`src/rtl/decoder_link_arbiter.sv`:
```
// Round-robin arbiter merging decoder requester words onto one link through a 2-entry FIFO.
// Optional statistics counters (grant_count, stall_count) are enabled with LINK_ARBITER_STATS_EN.
module decoder_link_arbiter #(
    parameter int CODE_DISTANCE   = 5,
    parameter int REQUESTER_COUNT = 4,
    parameter int ADDRESS_WIDTH   = 3 * $clog2(CODE_DISTANCE),
    parameter int DATA_WIDTH      = 2 * ADDRESS_WIDTH + 2
) (
    input  logic                                  clk,
    input  logic                                  reset,
    input  logic                                  enable,
    input  logic [REQUESTER_COUNT*DATA_WIDTH-1:0] req_data,
    input  logic [REQUESTER_COUNT-1:0]            req_valid,
    output logic [REQUESTER_COUNT-1:0]            req_ready,
    output logic [DATA_WIDTH-1:0]                 out_data,
    output logic                                  out_valid,
    input  logic                                  out_ready,
    output logic                                  busy
`ifdef LINK_ARBITER_STATS_EN
    ,
    output logic [31:0]                           grant_count,
    output logic [31:0]                           stall_count
`endif
);

    localparam int PTR_W = $clog2(REQUESTER_COUNT);
    localparam logic [PTR_W:0] REQ_CNT = (PTR_W + 1)'(REQUESTER_COUNT);

    typedef enum logic [1:0] {
        IDLE,
        RUN,
        DRAIN
    } state_t;

    state_t                  r_state;
    logic [1:0]              r_count;
    logic [PTR_W-1:0]        r_ptr;
    logic [DATA_WIDTH-1:0]   r_head;
    logic [DATA_WIDTH-1:0]   r_tail;
    logic                    r_out_valid;

    logic                    w_pop;
    logic                    w_push;
    logic                    w_slot;
    logic                    w_grant_en;
    logic                    w_found;
    logic [PTR_W:0]          w_sum;
    logic [PTR_W-1:0]        w_idx;
    logic [PTR_W-1:0]        w_grant_idx;
    logic [PTR_W-1:0]        w_ptr_next;
    logic [REQUESTER_COUNT-1:0] w_grant;
    logic [DATA_WIDTH-1:0]   w_push_data;
    logic [1:0]              w_count_next;

    assign w_pop      = r_out_valid & out_ready;
    assign w_slot     = (r_count < 2'd2) | ((r_count == 2'd2) & w_pop);
    assign w_grant_en = reset & (r_state == RUN) & enable & w_slot;

    // Search upward from the pointer for the first valid requester, wrapping modulo the count.
    always_comb begin
        w_grant     = '0;
        w_grant_idx = '0;
        w_found     = 1'b0;
        w_sum       = '0;
        w_idx       = '0;
        for (int k = 0; k < REQUESTER_COUNT; k++) begin
            w_sum = {1'b0, r_ptr} + (PTR_W + 1)'(k);
            if (w_sum >= REQ_CNT) begin
                w_sum = w_sum - REQ_CNT;
            end
            w_idx = w_sum[PTR_W-1:0];
            if (!w_found && req_valid[w_idx]) begin
                w_found     = 1'b1;
                w_grant_idx = w_idx;
            end
        end
        if (w_grant_en && w_found) begin
            w_grant[w_grant_idx] = 1'b1;
        end
    end

    assign req_ready   = w_grant;
    assign w_push      = |w_grant;
    assign w_push_data = req_data[w_grant_idx*DATA_WIDTH +: DATA_WIDTH];
    assign w_ptr_next  = ({1'b0, w_grant_idx} == REQ_CNT - 1'b1) ? '0 : w_grant_idx + 1'b1;

    always_comb begin
        w_count_next = r_count;
        if (w_push && !w_pop) begin
            w_count_next = r_count + 2'd1;
        end else if (w_pop && !w_push) begin
            w_count_next = r_count - 2'd1;
        end
    end

    assign out_valid = r_out_valid;
    assign out_data  = r_head;
    assign busy      = (|req_valid) | (r_count != 2'd0);

    always_ff @(posedge clk) begin
        if (!reset) begin
            r_state     <= IDLE;
            r_count     <= '0;
            r_ptr       <= '0;
            r_head      <= '0;
            r_tail      <= '0;
            r_out_valid <= 1'b0;
`ifdef LINK_ARBITER_STATS_EN
            grant_count <= '0;
            stall_count <= '0;
`endif
        end else begin
            case (r_state)
                IDLE:    if (enable) r_state <= RUN;
                RUN:     if (!enable) r_state <= (r_count != 2'd0) ? DRAIN : IDLE;
                DRAIN: begin
                    if (enable) begin
                        r_state <= RUN;
                    end else if (w_count_next == 2'd0) begin
                        r_state <= IDLE;
                    end
                end
                default: r_state <= IDLE;
            endcase

            r_count     <= w_count_next;
            r_out_valid <= (w_count_next != 2'd0);
            if (w_push) begin
                r_ptr <= w_ptr_next;
            end

            // A simultaneous push and pop shifts the tail forward so FIFO order holds even when full.
            if (w_push && ((r_count == 2'd0) || ((r_count == 2'd1) && w_pop))) begin
                r_head <= w_push_data;
            end else if (w_pop && (r_count == 2'd2)) begin
                r_head <= r_tail;
            end
            if (w_push && (((r_count == 2'd1) && !w_pop) || ((r_count == 2'd2) && w_pop))) begin
                r_tail <= w_push_data;
            end

`ifdef LINK_ARBITER_STATS_EN
            if (w_push) begin
                grant_count <= grant_count + 32'd1;
            end
            if (r_out_valid && !out_ready) begin
                stall_count <= stall_count + 32'd1;
            end
`endif
        end
    end

endmodule

```
`config.mk`:
```
export PLATFORM = sky130hd
export DESIGN_NAME = decoder_link_arbiter
export DESIGN_NICKNAME = d
export VERILOG_FILES = /design/src/rtl/decoder_link_arbiter.sv
export SDC_FILE = /design/constraint.sdc
export NUM_CORES = 1
export LEC_CHECK = 0
export BUFFER_PORTS_ARGS = -buffer_cell sky130_fd_sc_hd__buf_2
export CAP_MARGIN = 20
export CORE_MARGIN = 3
export CORE_UTILIZATION = 30
export CTS_CLUSTER_SIZE = 40
export DETAILED_ROUTE_END_ITERATION = 10
export GPL_TIMING_DRIVEN = 0
export PLACE_DENSITY = 0.49
export SLEW_MARGIN = 15
export SYNTH_ARGS = -nofsm -noshare
export SYNTH_HDL_FRONTEND = slang
export SYNTH_SLANG_ARGS = --single-unit
```
`constraint.sdc`:
```
create_clock -name clk -period 5.4 [get_ports clk]
set_input_delay 0.27 -clock clk [delete_from_list [all_inputs] [get_ports clk]]
set_output_delay 0.27 -clock clk [all_outputs]
set_load 0.02 [all_outputs]
```
# After elaboration in Yosys (flattened, before gate mapping)
# Cells that the tools add are included.
# classes
n_bitwise	7
n_eq_ne	8
add_sub_neg	10
mux	34
reduce_logical	28
n_mul	1
n_lt_le_gt_ge	11
shift	1
# op_table
cell	count
indexed part select 80 x 8 -> 20 bit	1
two-way mux 20 bit	2
two-way mux 2 bit	16
< comparator 2 x 3 -> 1 bit (second input constant)	5
logical AND 1 bit	12
subtractor 2 x 1 -> 2 bit (second input constant)	5
>= comparator 3 bit (second input constant)	3
two-way mux 1 bit	9
binary-select mux 1 bit (select 2 bit)	4
OR reduction 4 bit	2
adder 2 x 2 -> 3 bit (second input constant)	2
equality test 2 bit (second input constant)	3
zero test 2 bit	3
case mux 2 bit (3 select lines)	1
nonzero test 2 bit	3
AND 1 bit	5
zero test 1 bit	5
multiplier 2 x 3 -> 5 bit (second input constant)	1
adder 2 x 1 -> 2 bit (second input constant)	2
equality test 2 x 1 -> 1 bit (second input constant)	2
two-way mux 4 bit	1
inequality test 2 bit (second input constant)	2
adder 2 x 1 -> 3 bit (second input constant)	1
>= comparator 2 x 3 -> 1 bit (second input constant)	1
other kinds (7)	9
# totals
register_bits	47
wordCells	106
input_bits	88

# Logic depth before layout (Yosys ltp)
# Gate-level depths: netlist of the first run.
# depth
depth_word	28
ltp_mapped	13
mapped_depth_nobuf	10

# Worst setup path before layout of the first run
# Ideal clock, no wire load.
# synth_path
path_kind	input-to-reg
startpoint	input port req_valid[3]
endpoint	register r_tail[0]
setup_time_ns	0.072
arrival_time_ns	2.368
setup_slack_ns	2.961
required_time_ns	5.328
cell_stages	13
path_cell_list	or2_1 buf_2 and4_4 buf_6 buf_2 or2_2 ha_1 inv_1 a21oi_2 a211o_1 nand2_1 buf_6 mux2i_1
# synth_via
elab_chain_len	19
# synth_rtl
item	line	rtl
from (decl)	13	input logic [REQUESTER_COUNT-1:0] req_valid,
branches (longest 19 deep; another with binary-select mux 1 bit (select 2 bit))	--	
to (signal assigned)	139	r_tail <= w_push_data;
to (decl)	39	logic [DATA_WIDTH-1:0] r_tail;
# Several ways; the timed one is not identified. The select of a mux whose other input is x is not followed.
# A chain may end at the register's enable or synchronous reset.

# Worst setup path after layout of the first run
# layout_path
startpoint	register r_ptr[1]
endpoint	register r_head[12] (netlist: out_data[12])
# layout_via
elab_chain_len	22
# layout_rtl
item	line	rtl
from (decl)	37	logic [PTR_W-1:0] r_ptr;
from (signal assigned)	129	r_ptr <= w_ptr_next;
branches (longest 22 deep; another with adder 2 x 1 -> 3 bit)	--	
to (signal assigned)	134	r_head <= w_push_data;
to (signal assigned)	136	r_head <= r_tail;
to (decl)	38	logic [DATA_WIDTH-1:0] r_head;
# Several ways; the timed one is not identified. The select of a mux whose other input is x is not followed.

==> metrics.md, run 1 <==
| Metric | Value |
|---|---|
| Total CTS buffers | 5 |
| H-Tree Level Count | 2 |
| CTS tree | done |
| Total negative setup slack | 0 ps |
| Share of the synthesized area in the top cell type | roughly a quarter |
| CTS sink count | 47 |
| DR iter-0 viols | 343 |
| Final min period | approximately 3000 ps |
| Diodes inserted | 0 |
| # setup viols final | 0 |
| CTS resizes | 0 |
| Asr flop ratio synth | 0% |
| Syn Area/Cell | 8.59 sq um |
| Die W | around 120 um |
| Largest cells by area after synthesis | dfxtp_1 (26%), mux2i_1 (11%), nor3b_1 (8.6%), o32ai_2 (8.2%), o221ai_1 (4.9%) |
| FF-to-FF path depth | 13 |
| Req. time, crit path | roughly 5600 ps |
| Setup WS post-layout | around 2400 ps |
| Critical path class | flop to flop |
| Final antenna-violating net count | 0 |
| Worst setup SP type | flop |
| Crit path max fanout | 10 |
| Status | complete, no violations |
| Class of the worst hold path | input port to flop |
| EDFF count, synth | 0 |
| Tcrit/Tclk final | 56.4% |
| Hold Vio Cnt, Final | 0 |
| Worst-Skew Late Latency | 290 ps |
| DR pass1 iterations | 4 |
| Prevailing post-synth register cell | dfxtp_1 |
| Worst-path clk slew | 70 ps |
| Number of global-route vias before repair | 3,704 |
| Synthesized area | 3590 sq um |
| Mapped Cells | 418 |
| Placer Congestion | approximately 0.91 |
| Fin nets | 629 |
| Critical path endpoint category | flop |
| Starting Density | 31.0% |
| Leakage | 2.04 nW |
| Cell taking the most area after synthesis | dfxtp_1 |
| Gr ovfl total | 0 |
| Cell variety after synth | 44 |
| Fmax | 328 MHz |
| Gr usage total | 18.6% |
| Wirelength per Cell | between 15 and 20 um |
| WL final | 12,800 um |
| Row cnt | 39 |
| Die Height | 115 um |
| Top Ports | 114 |
| DR vias | between 3k and 4k |
| Ys Warns | 0 |
| Core area | 11,600 sq um |
| Post-DP HPWL | a little over 10,000 um |
| Final Skew | 9.95 ps |
| MaxCap Viol Count | 0 |
| Synthesized flop and latch total | 47 |
| Synth cell count leaders | dfxtp_1 (47), mux2i_1 (41), nor3b_1 (41) |
| Least-Margin Pin Slew | slightly above 800 ps |
| Slew Limit Headroom | 45.5% |
| Area delta synth->final | 25.4% |
| VDD IR max | 158 uV |
| CTS Hold Bufs | 0 |
| Setup Fix Bufs, Post-CTS | 0 |
| Mapped Nets | 510 |
| Critical path arrival | around 3200 ps |
| WHS Path Cells | 2 |
| Residual DRC count | 0 |
| Layout cells sized above 1 | 31.4% |
| Die ar. | 13,300 sq um |
| Max-slew violations | 0 |
| CTS Root Cell | clkbuf_16 |
| Pwr dens | 236 nW/um^2 |
| PortBufs | between 100 and 150 |
| Most frequent cell after synthesis | dfxtp_1 |
| RSZ-0062 raised after global routing | no |
| Dpl ws | 2370 ps |
| Post-synthesis sequential area ratio | roughly a quarter |
| Largest net degree at the start of global routing | 17 |
| Global-route wire length before repair | 19,500 um |
| Number of fill cells | 1,187 |
| Initial antenna violation count | 0 |
| Longest Clk Path Bufs | 2 |
| Post-DR vias/cell | 5.59 |
## metal layers
layer	track usage, %	vias to the layer above	part of all wire, %
met3	3.89	21	7.3
met4	4.23	0	2.2
li1	-	1842	-
met2	29.8	176	45
met5	0	-	0
met1	25.8	1770	46
## state kept, by name (all words and copies together) (netlist names)
| signal | flops |
|---|---|
| out_data | 20 |
| r_count | 2 |
| r_tail | 20 |
| r_state | 2 |
| out_valid | 1 |
| r_ptr | 2 |
## final cells by class
class / count / area, sq um / area share [%]
Clock inverter: 3 / 46.3 / 1.03
Inverter: 7 / 26.3 / 0.584
Multi-Input combinational cell: 317 / 2380 / 52.8
Sequential cell: 47 / 941 / 20.9
Timing Repair Buffer: 112 / 561 / 12.5
Tap cell: 143 / 179 / 3.98
Buffer: 47 / 246 / 5.48
Clock buffer: 5 / 125 / 2.78
## final timing paths
check / from / endpoint / slack, ps
min: enable / r_state[1] / 180
max: r_ptr[1] / out_data[12] / 2350
min reg2reg: r_tail[10] / r_tail[10] / 460
max reg2reg: r_ptr[1] / out_data[12] / 2350
## power by group
part / switching (W) / internal [W] / total, W / leakage (nW)
clock network: 0.000141 / 0.000220 / 0.000361 / 0.0804
logic: 0.000189 / 0.000135 / 0.000324 / 1.58
registers: 0.0000124 / 0.000362 / 0.000374 / 0.380
total: 0.000343 / 0.000717 / 0.00106 / 2.04
## worst max-delay path: stages, from the launching register on
cell	delay [ps]
dfxtp_1	330
buf_2	220
nand2_1	70
a311oi_1	450
or2_2	240
buf_2	290
inv_1	120
ha_1	200
inv_1	80
a21oi_2	80
a211oi_2	350
or3_4	210
buf_4	180
o22ai_1	80
## metrics by stage
stage | utilization, % | cell area (sq um) | total power, W | instances | hold WS, ps
after global placement | 37.4 | 4330 | 0.000700 | 673 | 445
after floorplan | - | 3590 | 0.000593 | 418 | 347
final | 38.9 | 4500 | 0.00106 | 681 | 178
after CTS | 38.9 | 4500 | 0.00106 | 681 | 178
after detailed placement | 37.4 | 4330 | 0.000704 | 673 | 452
after global routing | 38.9 | 4500 | 0.00111 | 681 | 186
## cells by family after synthesis
family,share of synthesized area (%)
compound gates,26.1
xor+xnor,0.244
fa+ha+maj,1.39
buf+inv,7.60
flops,26.2
mux,11.4
simple gates,27.0
## cells in the final DEF, fill, tap and decap left out, types with 3 or more instances in the layout
master,n
buf_2,129
dfxtp_1,47
nor3b_1,41
mux2i_1,41
nand2_1,32
nand3_1,24
o21a_1,21
clkbuf_1,21
nor2b_1,20
nand4_1,20
o221ai_1,20
o22ai_1,20
o32ai_2,18
a21oi_1,8
nor2_1,8
inv_1,7
buf_6,6
clkbuf_16,5
nand2b_1,4
o21ai_0,4
ha_1,4
a211o_1,3
nor3_1,3
a31oi_1,3
No activity file was read; power rests on OpenSTA's default activity.
==> run 2, diff against run 1 <==
--- a/config.mk
+++ b/config.mk
@@ -12,7 +12,7 @@
 export CTS_CLUSTER_SIZE = 40
 export DETAILED_ROUTE_END_ITERATION = 10
 export GPL_TIMING_DRIVEN = 0
-export PLACE_DENSITY = 0.49
+export PLACE_DENSITY = 0.51
 export SLEW_MARGIN = 15
 export SYNTH_ARGS = -nofsm -noshare
 export SYNTH_HDL_FRONTEND = slang
==> constraint.sdc (replaced) <==
create_clock -name clk -period 2.7 [get_ports clk]
set_input_delay 0.135 -clock clk [delete_from_list [all_inputs] [get_ports clk]]
set_output_delay 0.135 -clock clk [all_outputs]
set_load 0.02 [all_outputs]
==> run 2 against run 1 <==
  * Hold slack worse by 140 ps
  * Sequential power up 100%
  * Clock skew down 7.2 ps
  * Critical path type unchanged
  * Largest cell class unchanged
  * Highest routed layer unchanged
==> metrics.md, run 2 (synthesis results as in run 1) <==
| Metric | Value |
|---|---|
| Status | complete, no violations (unchanged) |
| Largest net degree at the start of global routing | 15 (was 17) |
| MaxCap Viol Count | 0 (unchanged) |
| Max layer used | met4 (unchanged) |
| Critical path endpoint category | flop (unchanged) |
| DR iter-0 viols | 244 (was 343) |
| WHS | 40.1 ps (was 178 ps) |
| Routed wl met3 | 755 um (was 933 um) |
| WL final | 12,800 um (about the same) |
| WHS Path Cells | 2 (unchanged) |
| Longest Clk Path Bufs | 2 (unchanged) |
| CTS tree | done (unchanged) |
| Worst hold start | enable (unchanged) |
| Number of global-route vias before repair | 3,671 (was 3,704) |
| Reg2Reg Capture Point | r_tail[17] (was out_data[12]) |
| Req. time, crit path | 2910 ps (was 5550 ps) |
| WL met2 | 5930 um (was 5770 um) |
| DR vias | 3,777 (was 3,809) |
| Buf/Inv on CP | 4 (was 5) |
| Pwr dens | 445 nW/um^2 (was 236 nW/um^2) |
| Diodes inserted | 0 (unchanged) |
| Class of the worst hold path | input port to flop (unchanged) |
| Worst-Skew Late Latency | 290 ps (about the same) |
| Final Skew | 2.76 ps (was 9.95 ps) |
| CP cell instances | and2b_1, a311oi_2, or2_4, buf_12, inv_1, ha_1, inv_1, a21oi_2, a211o_1, nand2_4, buf_12, mux2i_2 (was buf_2, nand2_1, a311oi_1, or2_2, buf_2, inv_1, ha_1, inv_1, a21oi_2, a211oi_2, or3_4, buf_4, o22ai_1) |
| Total negative setup slack | 0 ps (unchanged) |
| Die ar. | 13,300 sq um (unchanged) |
| Worst setup SP type | flop (unchanged) |
| Post-layout util | 39.5% (was 38.9%) |
| Delay of the slowest critical-path stage | 370 ps (was 450 ps) |
| Fmax | 393 MHz (was 328 MHz) |
| Die W | 115 um (unchanged) |
| Tcrit/Tclk final | 94.3% (was 56.4%) |
| FF-to-FF path depth | 12 (was 13) |
| Slew Limit Headroom | 47.7% (was 45.5%) |
| Most frequent cells in the layout | buf_2 (125), dfxtp_1 (45), nor3b_1 (41) (was buf_2 (129), dfxtp_1 (47), nor3b_1 (41), mux2i_1 (41), nand2_1 (32)) |
| Slowest-stage cell, CP | a211o_1 (was a311oi_1) |
| Fin nets | 632 (was 629) |
| Leakage | 2.07 nW (was 2.04 nW) |
| Max-slew violations | 0 (unchanged) |
| Top Ports | 114 (unchanged) |
| Crit path max fanout | 10 (unchanged) |
| Final min period | 2550 ps (was 3050 ps) |
| Row cnt | 39 (unchanged) |
| # setup viols final | 0 (unchanged) |
| Starting Density | 31.0% (unchanged) |
| Worst-path clk slew | 70 ps (about the same) |
| Post-DP HPWL | 9730 um (was 10,100 um) |
| Inst Count DP | 673 (unchanged) |
| Residual DRC count | 0 (unchanged) |
| DR pass1 iterations | 5 (was 4) |
| Wirelength per Cell | 18.8 um (about the same) |
| CTS sink count | 47 (unchanged) |
| Most common cell after layout, fill and taps aside | buf_2 (unchanged) |
| RSZ-0062 raised after global routing | no (unchanged) |
| Global-route wire length before repair | 19,300 um (was 19,500 um) |
| Family with the most delay on the worst path | compound AO/OA/AOI/OAI gates (unchanged) |
| Critical path class | flop to flop (unchanged) |
| Final antenna-violating net count | 0 (unchanged) |
| Number of fill cells | 1,199 (was 1,187) |
| CTS Root Cell | clkbuf_16 (unchanged) |
| Core area | 11,600 sq um (unchanged) |
| Hold endpoint | r_state[1] (unchanged) |
| Total CTS buffers | 5 (unchanged) |
| Reg2Reg Setup Slack | 150 ps (was 2350 ps) |
| Initial antenna violation count | 0 (unchanged) |
| PortBufs | 112 (unchanged) |
| VDD IR max | 216 uV (was 158 uV) |
| Gr usage total | 18.4% (was 18.6%) |
| Wl on met1 | 5970 um (was 5850 um) |
| Final non-filler cell total | 683 (was 681) |
| Post-DR vias/cell | 5.53 (was 5.59) |
| Area delta synth->final | 27.2% (was 25.4%) |
| Placer Congestion | 0.866 (was 0.906) |
| Critical path arrival | 2760 ps (was 3200 ps) |
| Total power | 0.00203 W (was 0.00106 W) |
| H-Tree Level Count | 2 (unchanged) |
| RR Startpoint | r_ptr[0] (was r_ptr[1]) |
| Die Height | 115 um (unchanged) |
| Layout cells sized above 1 | 33.1% (was 31.4%) |
| Hold Vio Cnt, Final | 0 (unchanged) |
| Least-Margin Pin Slew | 785 ps (was 818 ps) |
| Gr ovfl total | 0 (unchanged) |
-- run 2: cell types whose count changed in the layout (fill, tap and decap cells not counted), sizes merged --
cell / change
buf: +4
clkinv: +2
bufinv: -1
clkbuf: -1
clkinvlp: -1
inv: -1
-- run 2: per-layer routing --
metal	GRT usage, %	vias to the layer above
li1	-	1838
met1	25.0	1800
met3	3.53	10
met5	0	-
met2	30.1	129
met4	4.69	0
-- run 2: cell type report --
class                      count  area [sq um]  area share [%]
multi-input combinational    317          2400            52.5
sequential                    47           943            20.7
timing repair buffer         117           598            13.1
buffer                        45           283            6.19
tap                          143           179            3.92
clock buffer                   5           125            2.74
inverter                       7          26.3           0.575
clock inverter                 2          13.8           0.301
-- run 2: worst max path at each step --
stage | startpoint | end | slack (ps) | cells after the start
6_report | r_ptr[0] | r_tail[17] | 150 | 12
5_1_grt | r_ptr[1] | r_tail[17] | 2 | 13
4_1_cts | r_ptr[0] | out_data[19] | 10 | 12
3_5_place_dp | r_ptr[1] | out_data[13] | -280 | 13
3_3_place_gp | r_ptr[1] | out_data[13] | -310 | 13
2_1_floorplan | r_ptr[1] | r_tail[0] | 270 | 13
-- run 2: metrics by stage --
step | instance area (sq um) | setup slack (ps)
after floorplan | 3590 | 271
after global placement | 4330 | -314
after detailed placement | 4330 | -276
after CTS | 4500 | 10.4
after global routing | 4570 | 2.09
final | 4570 | 154
-- run 2: timing repair --
action,4_1_cts,5_1_grt
gates cloned,0,0
gates resized for setup,7,19
endpoints found under the setup margin,45,45
pin swaps,2,3
hold buffers,0,0
setup buffers,2,3
-- run 2: report_power, final --
part	internal, W	switching (W)
clock	0.000338	0.000274
combinational	0.000287	0.000380
sequential	0.000724	0.0000270
-- run 2: worst register-to-register path, delay by kind of cell, from the launching register on --
kind            cells  cell delay, ps
compound gates      3             730
simple gates        3             530
buf+inv             4             460
flops               1             360
mux                 1             220
fa+ha+maj           1             170
==> run 3, diff against run 2 <==
--- a/config.mk
+++ b/config.mk
@@ -12,7 +12,7 @@
 export CTS_CLUSTER_SIZE = 40
 export DETAILED_ROUTE_END_ITERATION = 10
 export GPL_TIMING_DRIVEN = 0
-export PLACE_DENSITY = 0.51
+export PLACE_DENSITY = 0.49
 export SLEW_MARGIN = 15
 export SYNTH_ARGS = -nofsm -noshare
 export SYNTH_HDL_FRONTEND = slang
==> constraint.sdc (replaced) <==
create_clock -name clk -period 3 [get_ports clk]
set_input_delay 0.15 -clock clk [delete_from_list [all_inputs] [get_ports clk]]
set_output_delay 0.15 -clock clk [all_outputs]
set_load 0.02 [all_outputs]
==> run 3 against run 2 <==
  * Routed wire length hardly changed
  * Global-route usage up 0.19 points
  * Worst setup slack improved by 3.5 ps
  * Clock skew is 7.6 ps higher
  * Flip-flop and latch count stayed put
  * Combinational power fell by 12%
  * Clock power up 6.4%
  * Register-to-register slack about the same
  * Design area fell by 1.2%
  * Non-clock buffer count decreased by 3
  * Highest routed layer unchanged
==> metrics.md, run 3 (synthesis results as in run 1) <==
| Metric | Value |
|---|---|
| Status | complete, no violations (unchanged) |
| Finished layout cell area | 4510 sq um (was 4570 sq um) |
| CTS sink count | 47 (unchanged) |
| Seq pwr share | 35.3% (was 37.0%) |
| Final Skew | 10.3 ps (was 2.76 ps) |
| Worst hold start | enable (unchanged) |
| Critical path class | flop to flop (unchanged) |
| Delay of the slowest critical-path stage | 360 ps (was 370 ps) |
| Longest Clk Path Bufs | 2 (unchanged) |
| Row cnt | 39 (unchanged) |
| Inst Count DP | 673 (unchanged) |
| Final min period | 2840 ps (was 2550 ps) |
| PortBufs | 112 (unchanged) |
| CP cell instances | buf_2, nand2_1, a311oi_2, or2_2, buf_4, inv_1, ha_1, inv_1, a21oi_2, a211oi_2, or3_4, buf_4, o22ai_1 (was and2b_1, a311oi_2, or2_4, buf_12, inv_1, ha_1, inv_1, a21oi_2, a211o_1, nand2_4, buf_12, mux2i_2) |
| VDD IR max | 284 uV (was 216 uV) |
| Critical path endpoint category | flop (unchanged) |
| Final non-filler cell total | 681 (was 683) |
| Area delta synth->final | 25.7% (was 27.2%) |
| Total negative setup slack | 0 ps (unchanged) |
| Family with the most delay on the worst path | compound AO/OA/AOI/OAI gates (unchanged) |
| Global-route wire length before repair | 19,500 um (was 19,300 um) |
| Layout cells sized above 1 | 32.0% (was 33.1%) |
| Slew Limit Headroom | 45.7% (was 47.7%) |
| Most common cell after layout, fill and taps aside | buf_2 (unchanged) |
| Number of global-route vias before repair | 3,706 (was 3,671) |
| Pwr dens | 423 nW/um^2 (was 445 nW/um^2) |
| Die W | 115 um (unchanged) |
| Largest net degree at the start of global routing | 17 (was 15) |
| Dpl ws | -29.3 ps (was -276 ps) |
| Worst-path clk slew | 70 ps (about the same) |
| Worst-Skew Late Latency | 290 ps (about the same) |
| Clock power share | 34.1% (was 30.1%) |
| # setup viols final | 0 (unchanged) |
| CTS tree | done (unchanged) |
| H-Tree Level Count | 2 (unchanged) |
| Die ar. | 13,300 sq um (unchanged) |
| Total CTS buffers | 5 (unchanged) |
| MaxCap Viol Count | 0 (unchanged) |
| WHS | 58.0 ps (was 40.1 ps) |
| Class of the worst hold path | input port to flop (unchanged) |
| CTS Hold Bufs | 0 (unchanged) |
| P_sw | 0.000617 W (was 0.000681 W) |
| Most frequent cells in the layout | buf_2 (128), dfxtp_1 (47), nor3b_1 (41), mux2i_1 (41), nand2_1 (32) (was buf_2 (125), dfxtp_1 (45), nor3b_1 (41)) |
| WL final | 12,800 um (about the same) |
| Gr usage total | 18.6% (was 18.4%) |
| Max-slew violations | 0 (unchanged) |
| Post-DP HPWL | 10,100 um (was 9730 um) |
| DR iter-0 viols | 366 (was 244) |
| Slowest-stage cell, CP | a311oi_2 (was a211o_1) |
| Wirelength per Cell | 18.8 um (about the same) |
| Least-Margin Pin Slew | 814 ps (was 785 ps) |
| RR Startpoint | r_ptr[1] (was r_ptr[0]) |
| DR pass1 iterations | 6 (was 5) |
| Gr ovfl total | 0 (unchanged) |
| Buf/Inv on CP | 5 (was 4) |
| Hold Vio Cnt, Final | 0 (unchanged) |
| CTS Root Cell | clkbuf_16 (unchanged) |
| Diodes inserted | 0 (unchanged) |
| Cell Area, Placed | 4330 sq um (unchanged) |
| Die Height | 115 um (unchanged) |
| Worst setup SP type | flop (unchanged) |
| Top Ports | 114 (unchanged) |
| Switching Share | 32.3% (was 33.5%) |
| Fmax | 352 MHz (was 393 MHz) |
| Final antenna-violating net count | 0 (unchanged) |
| Crit path from | r_ptr[1] (was r_ptr[0]) |
| DR vias | 3,794 (was 3,777) |
| Fin nets | 629 (was 632) |
| Tcrit/Tclk final | 94.8% (was 94.3%) |
| Setup WS post-layout | 157 ps (was 154 ps) |
| Leakage | 2.05 nW (was 2.07 nW) |
| Critical path arrival | 3000 ps (was 2760 ps) |
| Placer Congestion | 0.906 (was 0.866) |
| Core area | 11,600 sq um (unchanged) |
| Initial antenna violation count | 0 (unchanged) |
| Starting Density | 31.0% (unchanged) |
| Post-DR vias/cell | 5.57 (was 5.53) |
| Comb pwr share | 30.6% (was 32.8%) |
| Int Power | 0.00129 W (was 0.00135 W) |
| Crit path max fanout | 10 (unchanged) |
| RSZ-0062 raised after global routing | no (unchanged) |
| Req. time, crit path | 3160 ps (was 2910 ps) |
| Residual DRC count | 0 (unchanged) |
==> run 3: cell types whose count changed in the layout (fill, tap and decap cells not counted), moves of 2 or more <==
cell      before  now
dfxtp_1       45   47
buf_12         3    0
buf_4          7    2
buf_2        125  128
clkbuf_2       0    2
dfxtp_2        2    0
==> run 3: repair_timing <==
item	in CTS	in global routing
endpoints found under the hold margin	0	0
resized for setup	1	6
endpoints found under the setup margin	20	40
setup buffers	0	0
==> run 3: final timing paths <==
path,end,slack (ps),depth (start not counted)
worst max-delay path,out_data[16],160,13
worst max register to register,out_data[16],160,13
worst min-delay path,r_state[1],60,2
worst min register to register,r_tail[10],460,2
==> run 3: power by group through the flow <==
| stage | clock (W) | combinational, W | sequential, W |
|---|---|---|---|
| global placement | 0 | 0.000574 | 0.000687 |
| global route | 0.000686 | 0.000634 | 0.000678 |
| finish | 0.000651 | 0.000584 | 0.000674 |
| detailed placement | 0 | 0.000579 | 0.000689 |
| floorplan | 0 | 0.000362 | 0.000706 |
| CTS | 0.000657 | 0.000583 | 0.000674 |
==> run 3: area by class of cell <==
cell class | instances | area, sq um
fillers | 1183 | 7050
multi-input cells | 317 | 2380
flip-flops and latches | 47 | 941
repair buffers | 112 | 561
plain buffers | 47 | 251
well taps | 143 | 179
clock buffers | 5 | 125
clock inverters | 3 | 46.3
inverters | 7 | 26.3
==> run 3: layer usage <==
layer  track usage (%)  wire, um
met1              25.8      5780
met2              29.8      5800
met3              3.89       962
met4              4.23       274
met5                 0         0
==> run 3: per-stage QoR <==
step	util [%]	power, W
5_1_grt	39.0	0.00200
6_report	39.0	0.00191
2_1_floorplan	-	0.00107
3_3_place_gp	37.4	0.00126
3_5_place_dp	37.4	0.00127
4_1_cts	39.0	0.00191
